**src/rtl/cv32e40s_instr_obi_arbiter.sv**
```systemverilog
// Instruction-side OBI arbiter: prefetcher (r0) and pointer fetch (r1) share one OBI master port.
// Define CV32E40S_INSTR_ARB_RR_EN for round-robin arbitration instead of fixed r1-over-r0 priority.
module cv32e40s_instr_obi_arbiter #(
    parameter int unsigned MAX_OUTSTANDING = 2,
    localparam int unsigned CNT_W = $clog2(MAX_OUTSTANDING + 1)
) (
    input  logic             clk,
    input  logic             rst_n,
    input  logic             kill_i,
    input  logic             r0_req_i,
    input  logic [31:0]      r0_addr_i,
    input  logic [2:0]       r0_prot_i,
    output logic             r0_gnt_o,
    output logic             r0_rvalid_o,
    input  logic             r1_req_i,
    input  logic [31:0]      r1_addr_i,
    input  logic [2:0]       r1_prot_i,
    output logic             r1_gnt_o,
    output logic             r1_rvalid_o,
    output logic [31:0]      rdata_o,
    output logic             err_o,
    output logic             obi_req_o,
    output logic [31:0]      obi_addr_o,
    output logic [2:0]       obi_prot_o,
    input  logic             obi_gnt_i,
    input  logic             obi_rvalid_i,
    input  logic [31:0]      obi_rdata_i,
    input  logic             obi_err_i,
    output logic [CNT_W-1:0] outstanding_o,
    output logic             busy_o
);

    localparam int unsigned PTR_W = (MAX_OUTSTANDING > 1) ? $clog2(MAX_OUTSTANDING) : 1;

    typedef enum logic {IDLE, HELD} state_e;

    state_e                     state_q, state_d;
    logic                       hold_owner_q, hold_discard_q;
    logic [31:0]                hold_addr_q;
    logic [2:0]                 hold_prot_q;
    logic [MAX_OUTSTANDING-1:0] fifo_owner_q, fifo_discard_q;
    logic [PTR_W-1:0]           wr_ptr_q, rd_ptr_q;
    logic [CNT_W-1:0]           count_q;

    logic sel_r1, issue, push, pop, push_owner, push_discard;
    logic fwd_gnt, fwd_rvalid, head_owner, head_discard;

    function automatic logic [PTR_W-1:0] ptr_inc(input logic [PTR_W-1:0] p);
        return (p == PTR_W'(MAX_OUTSTANDING - 1)) ? '0 : p + PTR_W'(1);
    endfunction

`ifdef CV32E40S_INSTR_ARB_RR_EN
    logic last_owner_q;  // 1: r1 was granted last

    assign sel_r1 = r1_req_i && (!r0_req_i || !last_owner_q);

    always_ff @(posedge clk or negedge rst_n) begin
        if (!rst_n) begin
            last_owner_q <= 1'b1;
        end else if (fwd_gnt) begin
            last_owner_q <= push_owner;
        end
    end
`else
    assign sel_r1 = r1_req_i;
`endif

    // Credit comes from the registered count only; a same-cycle rvalid does not free a slot.
    assign issue = (state_q == IDLE) && !kill_i && (count_q < CNT_W'(MAX_OUTSTANDING))
                   && (r0_req_i || r1_req_i);

    always_comb begin
        state_d      = state_q;
        obi_req_o    = 1'b0;
        obi_addr_o   = hold_addr_q;
        obi_prot_o   = hold_prot_q;
        push_owner   = hold_owner_q;
        push_discard = hold_discard_q | kill_i;
        if (state_q == HELD) begin
            obi_req_o = 1'b1;
            if (obi_gnt_i) state_d = IDLE;
        end else if (issue) begin
            obi_req_o    = 1'b1;
            obi_addr_o   = sel_r1 ? r1_addr_i : r0_addr_i;
            obi_prot_o   = sel_r1 ? r1_prot_i : r0_prot_i;
            push_owner   = sel_r1;
            push_discard = 1'b0;
            if (!obi_gnt_i) state_d = HELD;
        end
    end

    assign push         = obi_req_o && obi_gnt_i;
    assign pop          = obi_rvalid_i && (count_q != '0);
    assign head_owner   = fifo_owner_q[rd_ptr_q];
    assign head_discard = fifo_discard_q[rd_ptr_q];
    assign fwd_gnt      = push && !push_discard && !kill_i;
    assign fwd_rvalid   = pop && !head_discard && !kill_i;

    assign r0_gnt_o      = fwd_gnt && !push_owner;
    assign r1_gnt_o      = fwd_gnt && push_owner;
    assign r0_rvalid_o   = fwd_rvalid && !head_owner;
    assign r1_rvalid_o   = fwd_rvalid && head_owner;
    assign rdata_o       = obi_rdata_i;
    assign err_o         = obi_err_i;
    assign outstanding_o = count_q;
    assign busy_o        = (state_q == HELD) || (count_q != '0);

    always_ff @(posedge clk or negedge rst_n) begin
        if (!rst_n) begin
            state_q        <= IDLE;
            hold_owner_q   <= 1'b0;
            hold_discard_q <= 1'b0;
            hold_addr_q    <= '0;
            hold_prot_q    <= '0;
        end else begin
            state_q <= state_d;
            if (state_q == IDLE && issue && !obi_gnt_i) begin
                hold_owner_q   <= push_owner;
                hold_discard_q <= 1'b0;
                hold_addr_q    <= obi_addr_o;
                hold_prot_q    <= obi_prot_o;
            end else if (kill_i) begin
                hold_discard_q <= 1'b1;
            end
        end
    end

    // Kill marks every slot; a slot written in the same cycle takes its own discard value.
    always_ff @(posedge clk or negedge rst_n) begin
        if (!rst_n) begin
            fifo_owner_q   <= '0;
            fifo_discard_q <= '0;
            wr_ptr_q       <= '0;
            rd_ptr_q       <= '0;
            count_q        <= '0;
        end else begin
            if (kill_i) fifo_discard_q <= '1;
            if (push) begin
                fifo_owner_q[wr_ptr_q]   <= push_owner;
                fifo_discard_q[wr_ptr_q] <= push_discard;
                wr_ptr_q                 <= ptr_inc(wr_ptr_q);
            end
            if (pop) rd_ptr_q <= ptr_inc(rd_ptr_q);
            case ({push, pop})
                2'b10:   count_q <= count_q + CNT_W'(1);
                2'b01:   count_q <= count_q - CNT_W'(1);
                default: count_q <= count_q;
            endcase
        end
    end

    a_rvalid_with_empty_fifo: assert property (@(posedge clk) disable iff (!rst_n)
        obi_rvalid_i |-> (count_q != '0));
    a_count_bounded: assert property (@(posedge clk) disable iff (!rst_n)
        count_q <= CNT_W'(MAX_OUTSTANDING));

endmodule

```
**config.mk**
```make
export PLATFORM = sky130hd
export DESIGN_NAME = cv32e40s_instr_obi_arbiter
export DESIGN_NICKNAME = d
export VERILOG_FILES = /design/src/rtl/cv32e40s_instr_obi_arbiter.sv
export SDC_FILE = /design/constraint.sdc
export NUM_CORES = 1
export LEC_CHECK = 0
export CAP_MARGIN = 15
export CORE_MARGIN = 3
export CORE_UTILIZATION = 37
export CTS_CLUSTER_SIZE = 12
export DETAILED_ROUTE_END_ITERATION = 10
export GPL_ROUTABILITY_DRIVEN = 1
export PLACE_DENSITY = 0.89
export RECOVER_POWER = 50
export SLEW_MARGIN = 10
export SYNTH_ARGS = -nofsm -noshare
export SYNTH_HDL_FRONTEND = slang
export SYNTH_SLANG_ARGS = --single-unit
```
**constraint.sdc**
```tcl
create_clock -name clk -period 2.2 [get_ports clk]
set_input_delay 0.44 -clock clk [delete_from_list [all_inputs] [get_ports clk]]
set_output_delay 0.44 -clock clk [all_outputs]
set_load 0.02 [all_outputs]
```
Word level (Yosys, flattened, before mapping)
Cells that the tools add are included.

cells by class
  $add $sub $neg = 4
  $lt $le $gt $ge = 4
  equal/unequal tests = 2
  multiplexer cells = 30
  bitwise operators = 2
  reductions and logical operators = 27

operators by type and width
  operator                                                              count
  32-bit two-way mux                                                    3
  1-bit two-way mux                                                     18
  1-bit logical AND                                                     16
  3-bit two-way mux                                                     3
  1-bit zero test                                                       6
  2-bit nonzero test                                                    3
  2-bit bitwise mux                                                     2
  1-bit by 2-bit < comparator with 1-bit output, second input constant  2
  2-bit two-way mux                                                     2
  2-bit one-hot mux with 2 select lines                                 1
  1-bit adder, second input constant                                    2
  2-bit by 1-bit adder with 2-bit output, second input constant         1
  2-bit by 1-bit == test with 1-bit output, second input constant       1
  2-bit == test, second input constant                                  1
  1-bit logical OR                                                      2
  2-bit < comparator, second input constant                             1
  2-bit by 1-bit subtractor with 2-bit output, second input constant    1
  1-bit demux with 1-bit select                                         1
  1-bit >= comparator, second input constant                            1
  1-bit NOT                                                             1
  1-bit bitwise OR                                                      1

storage, ports and cells
  bits in registers = 46
  output and inout port bits = 76

Logic depth before layout (Yosys ltp)
Gate-level depths: netlist (run 1).

  depth in word-level cells = 10
  depth in mapped cells = 8

Worst setup path after synthesis (run 1)
No wires, ideal clock.

  path kind = register to output
  from = register count_q[1] (netlist: outstanding_o[1])
  to = output port obi_addr_o[28]
  arrival = 1657 ps
  setup slack = 103 ps
  stages on the path, launching flop included = 5
  path buffers = 1
  cell sequence = dfrtp_1 -> nor3_4 -> nand2_2 -> clkbuf_1 -> o21ai_0

on the way
  longest elaborated chain between the ends = 5

RTL lines
  item                    line  source
  start, declared         43    logic [CNT_W-1:0] count_q;
  start signal, assigned  145   2'b10: count_q <= count_q + CNT_W'(1);
  start signal, assigned  146   2'b01: count_q <= count_q - CNT_W'(1);
  start signal, assigned  147   default: count_q <= count_q;
  2-bit < comparator      69    assign issue = (state_q == IDLE) && !kill_i && (count_q < CNT_W'(MAX_OUTSTANDING))
  1-bit logical AND       69
  1-bit logical AND       70    && (r0_req_i || r1_req_i);
  32-bit two-way mux      82    end else if (issue) begin
  32-bit two-way mux      79    if (state_q == HELD) begin
  end, declared           23    output logic [31:0] obi_addr_o,

No other way between the ends.

Worst setup path in the final report (run 1)
  from = input port kill_i
  to = output port obi_addr_o[22]

on the way
  longest elaborated chain between the ends = 6

RTL lines
  item                             line  source
  start, declared                  9     input logic kill_i,
  1-bit zero test                  69
  1-bit logical AND (2 in series)  69
  1-bit logical AND                70
  32-bit two-way mux               82
  32-bit two-way mux               79

No other way between the ends.

==> results of run 1 <==
-- layout by cell type, fill, tap and decap left out --
cell type	Yosys	final
xor2_1	1	1
dfrtp_1	46	46
nand3_1	1	1
buf_2	4	25
or3_1	1	1
o21ai_0	37	15
clkdlybuf4s15_2	0	2
inv_1	2	2
clkbuf_2	0	1
nor4b_1	1	1
o21ai_4	0	1
and3b_4	0	1
dlygate4sd2_1	0	4
clkdlybuf4s50_1	0	74
a22o_1	1	1
clkbuf_1	6	1
nand3b_1	1	1
o21ai_2	1	1
buf_6	7	1
a21oi_2	35	35
nor3b_2	1	1
nor3_4	1	1
mux2_2	3	3
xnor2_1	4	4
buf_16	0	2
nand2_1	38	38
and2_4	1	1
buf_4	34	61
clkbuf_8	0	6
nand2b_1	1	1
nor2_1	42	42
or2_4	1	1
nand2_4	0	1
mux2i_1	38	38
nor4_1	1	1
a21oi_1	3	3
ha_1	1	1
mux2_1	1	1
o21ai_1	0	21
buf_12	1	4
-- repair_timing --
action,4_1_cts,5_1_grt
cloned,2,0
hold endpoints to repair,0,0
gates resized for setup,197,39
setup endpoints to repair,41,35
pin swaps,4,3
-- routing by layer --
| metal | routed length, um | part of all wire |
|---|---|---|
| met1 | 2880 | 0.40 |
| met4 | 95 | 0.013 |
| met2 | 3820 | 0.52 |
| met3 | 491 | 0.067 |
| met5 | 0 | 0 |
-- metrics by stage --
stage	instance area (um^2)	cells	hold slack, ns	setup WS, ns	utilization
after floorplan	2970	318	0.144	0.103	-
after global placement	4350	540	0.447	-0.527	0.560
after detailed placement	4350	540	0.456	-0.550	0.560
after CTS	4390	548	0.136	0.00132	0.565
after global routing	4330	548	0.483	-0.0434	0.558
final	4330	548	0.372	0.0467	0.558
-- power by group through the flow --
stage	Sequential (mW)	Clock, mW	Combinational [mW]
after floorplan	1.46	0	1.69
after global placement	1.45	0	2.87
after detailed placement	1.48	0	2.95
after CTS	1.47	0.510	2.75
after global routing	1.51	0.540	2.99
final	1.46	0.494	2.71
-- cell type report --
cell class	instances	area share
clock buffers	6	0.0191
repair buffers	175	0.355
multi-input cells	217	0.329
well taps	102	0.0295
flip-flops and latches	46	0.266
inverters	2	0.00173
-- cells by family after synthesis --
logic type / share of synthesized area
AND/OR/NAND/NOR: 0.135
AO/OA/AOI/OAI: 0.177
buffers and inverters: 0.137
flip-flops: 0.388
multiplexers: 0.143
XOR/XNOR: 0.0148
adder cells (fa/ha/maj): 0.00422
-- critical path: stages --
cell and delay (ns):
dlygate4sd2_1 0.27, nor3_4 0.27, nand2_4 0.16, buf_12 0.19, o21ai_0 0.17, buf_2 0.19
-- final timing paths --
path / from / slack [ns] / endpoint / cells past startpoint
min reg2reg: wr_ptr_q / 0.52 / wr_ptr_q / 1
max in group asynchronous: rst_n / 0.61 / hold_addr_q[19] / 2
min in group clk: wr_ptr_q / 0.52 / wr_ptr_q / 1
max reg2reg: state_q / 0.27 / outstanding_o[1] / 8
min: rst_n / 0.37 / hold_prot_q[1] / 1
max: kill_i / 0.05 / obi_addr_o[22] / 6
-- state kept, by name, summed over array words and instances (netlist names) --
| register | cells |
|---|---|
| hold_addr_q | 32 |
| hold_prot_q | 3 |
| fifo_discard_q | 2 |
| fifo_owner_q | 2 |
| outstanding_o | 2 |
| hold_discard_q | 1 |
| hold_owner_q | 1 |
| rd_ptr_q | 1 |
| state_q | 1 |
| wr_ptr_q | 1 |
-- cells in the mapped netlist (2+ instances only) --
master and n:
a21oi_1 3, a21oi_2 35, buf_2 4, buf_4 34, buf_6 7, clkbuf_1 6, dfrtp_1 46, inv_1 2
mux2_2 3, mux2i_1 38, nand2_1 38, nor2_1 42, o21ai_0 37, xnor2_1 4
==> metrics.txt, run 1 <==
outcome finished, final reports clean; CP Max Fanout 33; Die Ht ~96 um; Int Pwr around 2.7 mW; headroom to the max-slew limit 0.200; antenna cells 0; vias per cell around 4.7; sequential power share 0.314; Vias around 2600; initial antenna violation count 0; Die X 95.5 um; FF+latch area 1150 um^2; Ys Warns 0; Data arrival, critical path between 1.5 and 2 ns; CTS root buffer clkbuf_8; met1 Use GR 0.182; ranking of synthesized cells by area dfrtp_1 (39%), mux2i_1 (13%), a21oi_2 (10%), buf_4 (8.6%), o21ai_0 (6.2%); final hold vios 0; Crit Path Class primary input to primary output; first-pass GRT wire length between 10000 and 15000 um; fillcell total slightly above 700; Sw Ratio 0.418; Post-CTS Hold Buffers 0; clock network power share 0.106; Max clock buf depth 2; ANT nets after route 0; final setup fails 0; Tightest Pin Transition roughly 1.2 ns; total power 4.67 mW; Cells after Synth roughly 320; # IOs 186; RSZ-0062 raised after global routing yes; clk sink count between 40 and 50; GRT Resource Usage Total 0.159; Num CTS Buffers 5; synth unique cells 33; Worst Path Required 1.76 ns; syn_area_per_cell approximately 9.3 um^2; vias in the first global route between 2000 and 3000; initial DRC count 77; GRT busiest layer met2; drt wl/cell between 10 and 15 um; share of cells above drive strength 1 0.332; Crit. End Element primary output; ys async rst share 1.00; syn nets ~430; dpl hpwl about 5600 um; ys flop type dfrtp_1; Comb pwr share 0.581; leading area contributor after synthesis dfrtp_1; worst min path class primary input to async pin; I/O Buffers around 120; largest net degree at the start of global routing 39; clock latency on the worst-skew pair 0.28 ns; starting density of the core 0.382; MaxCap Viol Count 0; sequential fraction of the synthesis area 0.388; Netlist Area Pre-Place 2970 um^2; Setup Skew 0.00268 ns; DIE AREA approximately 9100 um^2; EDFF count, synth 0; setup bufs post-CTS 0; core footprint between 7000 and 8000 um^2; detailed-router iteration count before antenna repair 4; Startpoint Class primary input; Yosys reg bits between 40 and 50; Power Density roughly 1100 nW/um^2; P_leak between 1.5 and 2 nW; min Tclk post-route roughly 2.2 ns; Residual DRC 0; FMAX roughly 460 MHz; CTS tree built; M3 GR Usage 0.0418; H-tree level count 2; Synth top area share 0.388; GR Util met2 0.288; Worst VDD drop about 0.54 mV; P_sw between 1.5 and 2 mW; Tcrit/Tclk final 0.979; routability-driven placement congestion ratio roughly 0.77; multi-input logic area approximately 1400 um^2; final wirelength 7290 um; row cnt 32; Nets 558; setup TNS after final layout 0 ns; final number of max-transition violations 0; Syn-to-layout area delta 46.1%; clock slew at reported path FFs about 0.080 ns; gr ovfl total 0
Power figures use the tool's default switching activity.
==> inputs of run 2 (changes only) <==
--- a/config.mk
+++ b/config.mk
@@ -6,9 +6,9 @@
 export NUM_CORES = 1
 export LEC_CHECK = 0
 export CAP_MARGIN = 15
+export CORE_ASPECT_RATIO = 1.25
 export CORE_MARGIN = 3
 export CORE_UTILIZATION = 37
-export CTS_CLUSTER_SIZE = 12
 export DETAILED_ROUTE_END_ITERATION = 10
 export GPL_ROUTABILITY_DRIVEN = 1
 export PLACE_DENSITY = 0.89
==> run 2 against run 1 <==
Global-route usage grew 0.24 points. Critical path depth is the same. Sequential share of layout area grew 0.21 points. Final area shrank 0.78%. Fmax grew 1.7%. First-iteration DRC count shrank 69%. Clock-buffer cell count grew 1. Cell count shrank 0.91%. Highest routed layer unchanged.
==> metrics.txt, run 2 (same netlist as run 1, synthesis figures left out) <==
Vias 2608 (was 2585); Num CTS Buffers 5 (unchanged); clock network power share 0.112 (was 0.106); commonest non-fill, non-tap cell in the layout clkdlybuf4s50_1 (unchanged); Critical Path Most Common Cell dlygate4sd2_1; Sw Ratio 0.421 (was 0.418); vias per cell 4.80 (was 4.72); post-layout instance area 4300 um^2 (was 4330 um^2); Max clock buf depth 2 (unchanged); final setup fails 0 (unchanged); CTS tree built (unchanged); row cnt 35 (was 32); hold_ws 0.315 ns (was 0.372 ns); crit path cell chain dlygate4sd2_1, or2_4, buf_4, a21oi_1, inv_1, dlygate4sd2_1 (was dlygate4sd2_1, nor3_4, nand2_4, buf_12, o21ai_0, buf_2); final hold vios 0 (unchanged); core footprint 7580 um^2 (was 7770 um^2); Data arrival, critical path 1.68 ns (was 1.71 ns); P_sw 1.96 mW (was 1.95 mW); first-pass GRT wire length 12100 um (was 11500 um); Syn-to-layout area delta 44.9% (was 46.1%); Regs by FF count hold_addr_q: 32 flops, hold_prot_q: 3 flops (unchanged); Post-CTS Hold Buffers 0 (unchanged); Die X 86.1 um (was 95.5 um); largest net degree at the start of global routing 37 (was 39); CP peak stage delay 0.32 ns (was 0.27 ns); setup TNS after final layout 0 ns (unchanged); routability-driven placement congestion ratio 0.760 (was 0.771); crit path max-delay cell type dlygate4sd2_1 (unchanged); MaxCap Viol Count 0 (unchanged); clock latency on the worst-skew pair 0.28 ns (about the same); vias in the first global route 2725 (was 2538); initial DRC count 24 (was 77); share of cells above drive strength 1 0.335 (was 0.332); I/O Buffers 119 (unchanged); commonest cells after routing, fill and taps aside clkdlybuf4s50_1 (74), buf_4 (61), dfrtp_1 (46) (unchanged); Power Density 1080 nW/um^2 (about the same); # IOs 186 (unchanged); dpl hpwl 5880 um (was 5640 um); Die Ht 106 um (was 95.5 um); final wirelength 7550 um (was 7290 um); WP buf/inv 4 (was 3); outcome finished, final reports clean (unchanged); GRT Resource Usage Total 0.162 (was 0.159); clk sink count 46 (unchanged); Nets 561 (was 558); Setup Skew 0.00408 ns (was 0.00268 ns); CTS root buffer clkbuf_8 (unchanged); DIE AREA 9140 um^2 (was 9130 um^2); Tightest Pin Transition 1.05 ns (was 1.20 ns); gr ovfl total 0 (unchanged); Int Pwr 2.69 mW (was 2.72 mW); initial antenna violation count 0 (unchanged); Top reg by flops hold_addr_q (unchanged); P_leak 1.98 nW (was 1.97 nW); min Tclk post-route 2.12 ns (was 2.15 ns); max reg flops 32 (unchanged); drt wl/cell 13.9 um (was 13.3 um); final number of max-transition violations 0 (unchanged); Tcrit/Tclk final 0.963 (was 0.979); antenna cells 0 (unchanged); Worst Path Required 1.76 ns (about the same); worst min path class primary input to async pin (unchanged); FMAX 472 MHz (was 464 MHz); Startpoint Class primary input (unchanged); ANT nets after route 0 (unchanged); clock slew at reported path FFs 0.08 ns (about the same); detailed-router iteration count before antenna repair 4 (unchanged); Worst path top cell family by delay buffers and inverters (unchanged); placed cell areas 4320 um^2 (was 4350 um^2); RSZ-0062 raised after global routing no (was yes); H-tree level count 2 (unchanged); Crit Path Class primary input to primary output (unchanged); Comb pwr share 0.571 (was 0.581); CP Max Fanout 3 (was 33); Worst VDD drop 0.604 mV (was 0.544 mV); headroom to the max-slew limit 0.298 (was 0.200); Residual DRC 0 (unchanged); Crit. End Element primary output (unchanged); starting density of the core 0.392 (was 0.382); sequential power share 0.317 (was 0.314)
[run 2: metal layers]
metal,vias to the layer above,wire (um),share of wire,global-route usage
li1,1299,-,-,-
met1,1201,2760,0.37,0.164
met2,84,4130,0.55,0.310
met3,24,463,0.061,0.0426
met4,0,192,0.025,0.0577
met5,-,0,0,0
[run 2: final cells by class]
class / count / area (um^2)
multi-input cells: 217 / 1420
repair buffers: 178 / 1510
inverters: 2 / 7.51
clock buffers: 7 / 86.3
fillers: 688 / 3280
well taps: 92 / 115
clock inverters: 1 / 5.00
flip-flops and latches: 46 / 1150
[run 2: power by group through the flow]
| stage | sequential [mW] | combinational (mW) | clock, mW |
|---|---|---|---|
| final | 1.47 | 2.66 | 0.519 |
| after global routing | 1.52 | 2.91 | 0.572 |
| after CTS | 1.48 | 2.65 | 0.545 |
| after detailed placement | 1.49 | 2.94 | 0 |
| after global placement | 1.46 | 2.87 | 0 |
| after floorplan | 1.46 | 1.69 | 0 |
[run 2: path summary, 6_finish.rpt]
kind,slack [ns],to,cells past startpoint,from
worst max-delay path,0.08,obi_req_o,6,r0_req_i
worst min register to register,0.52,hold_addr_q[25],2,hold_addr_q[25]
worst max register to register,0.20,outstanding_o[1],9,state_q
min in group clk,0.52,hold_addr_q[25],2,hold_addr_q[25]
max in group asynchronous,0.65,hold_addr_q[6],2,rst_n
worst min-delay path,0.31,hold_addr_q[8],1,rst_n
[run 2: repair_timing]
item                       4_1_cts  5_1_grt
gates cloned                     1        0
setup buffers                    3        1
resized for setup              199       28
pin swaps                        4        3
setup endpoints to repair       41       23
hold endpoints to repair         0        0
[run 2: metrics by stage]
| step | total power [mW] | util | setup slack (ns) | cells |
|---|---|---|---|---|
| final | 4.65 | 0.567 | 0.0824 | 543 |
| after global routing | 5.01 | 0.567 | 0.000843 | 543 |
| after CTS | 4.67 | 0.567 | 0.00142 | 542 |
| after detailed placement | 4.44 | 0.570 | -0.606 | 530 |
| after global placement | 4.33 | 0.570 | -0.536 | 530 |
| after floorplan | 3.16 | - | 0.103 | 318 |
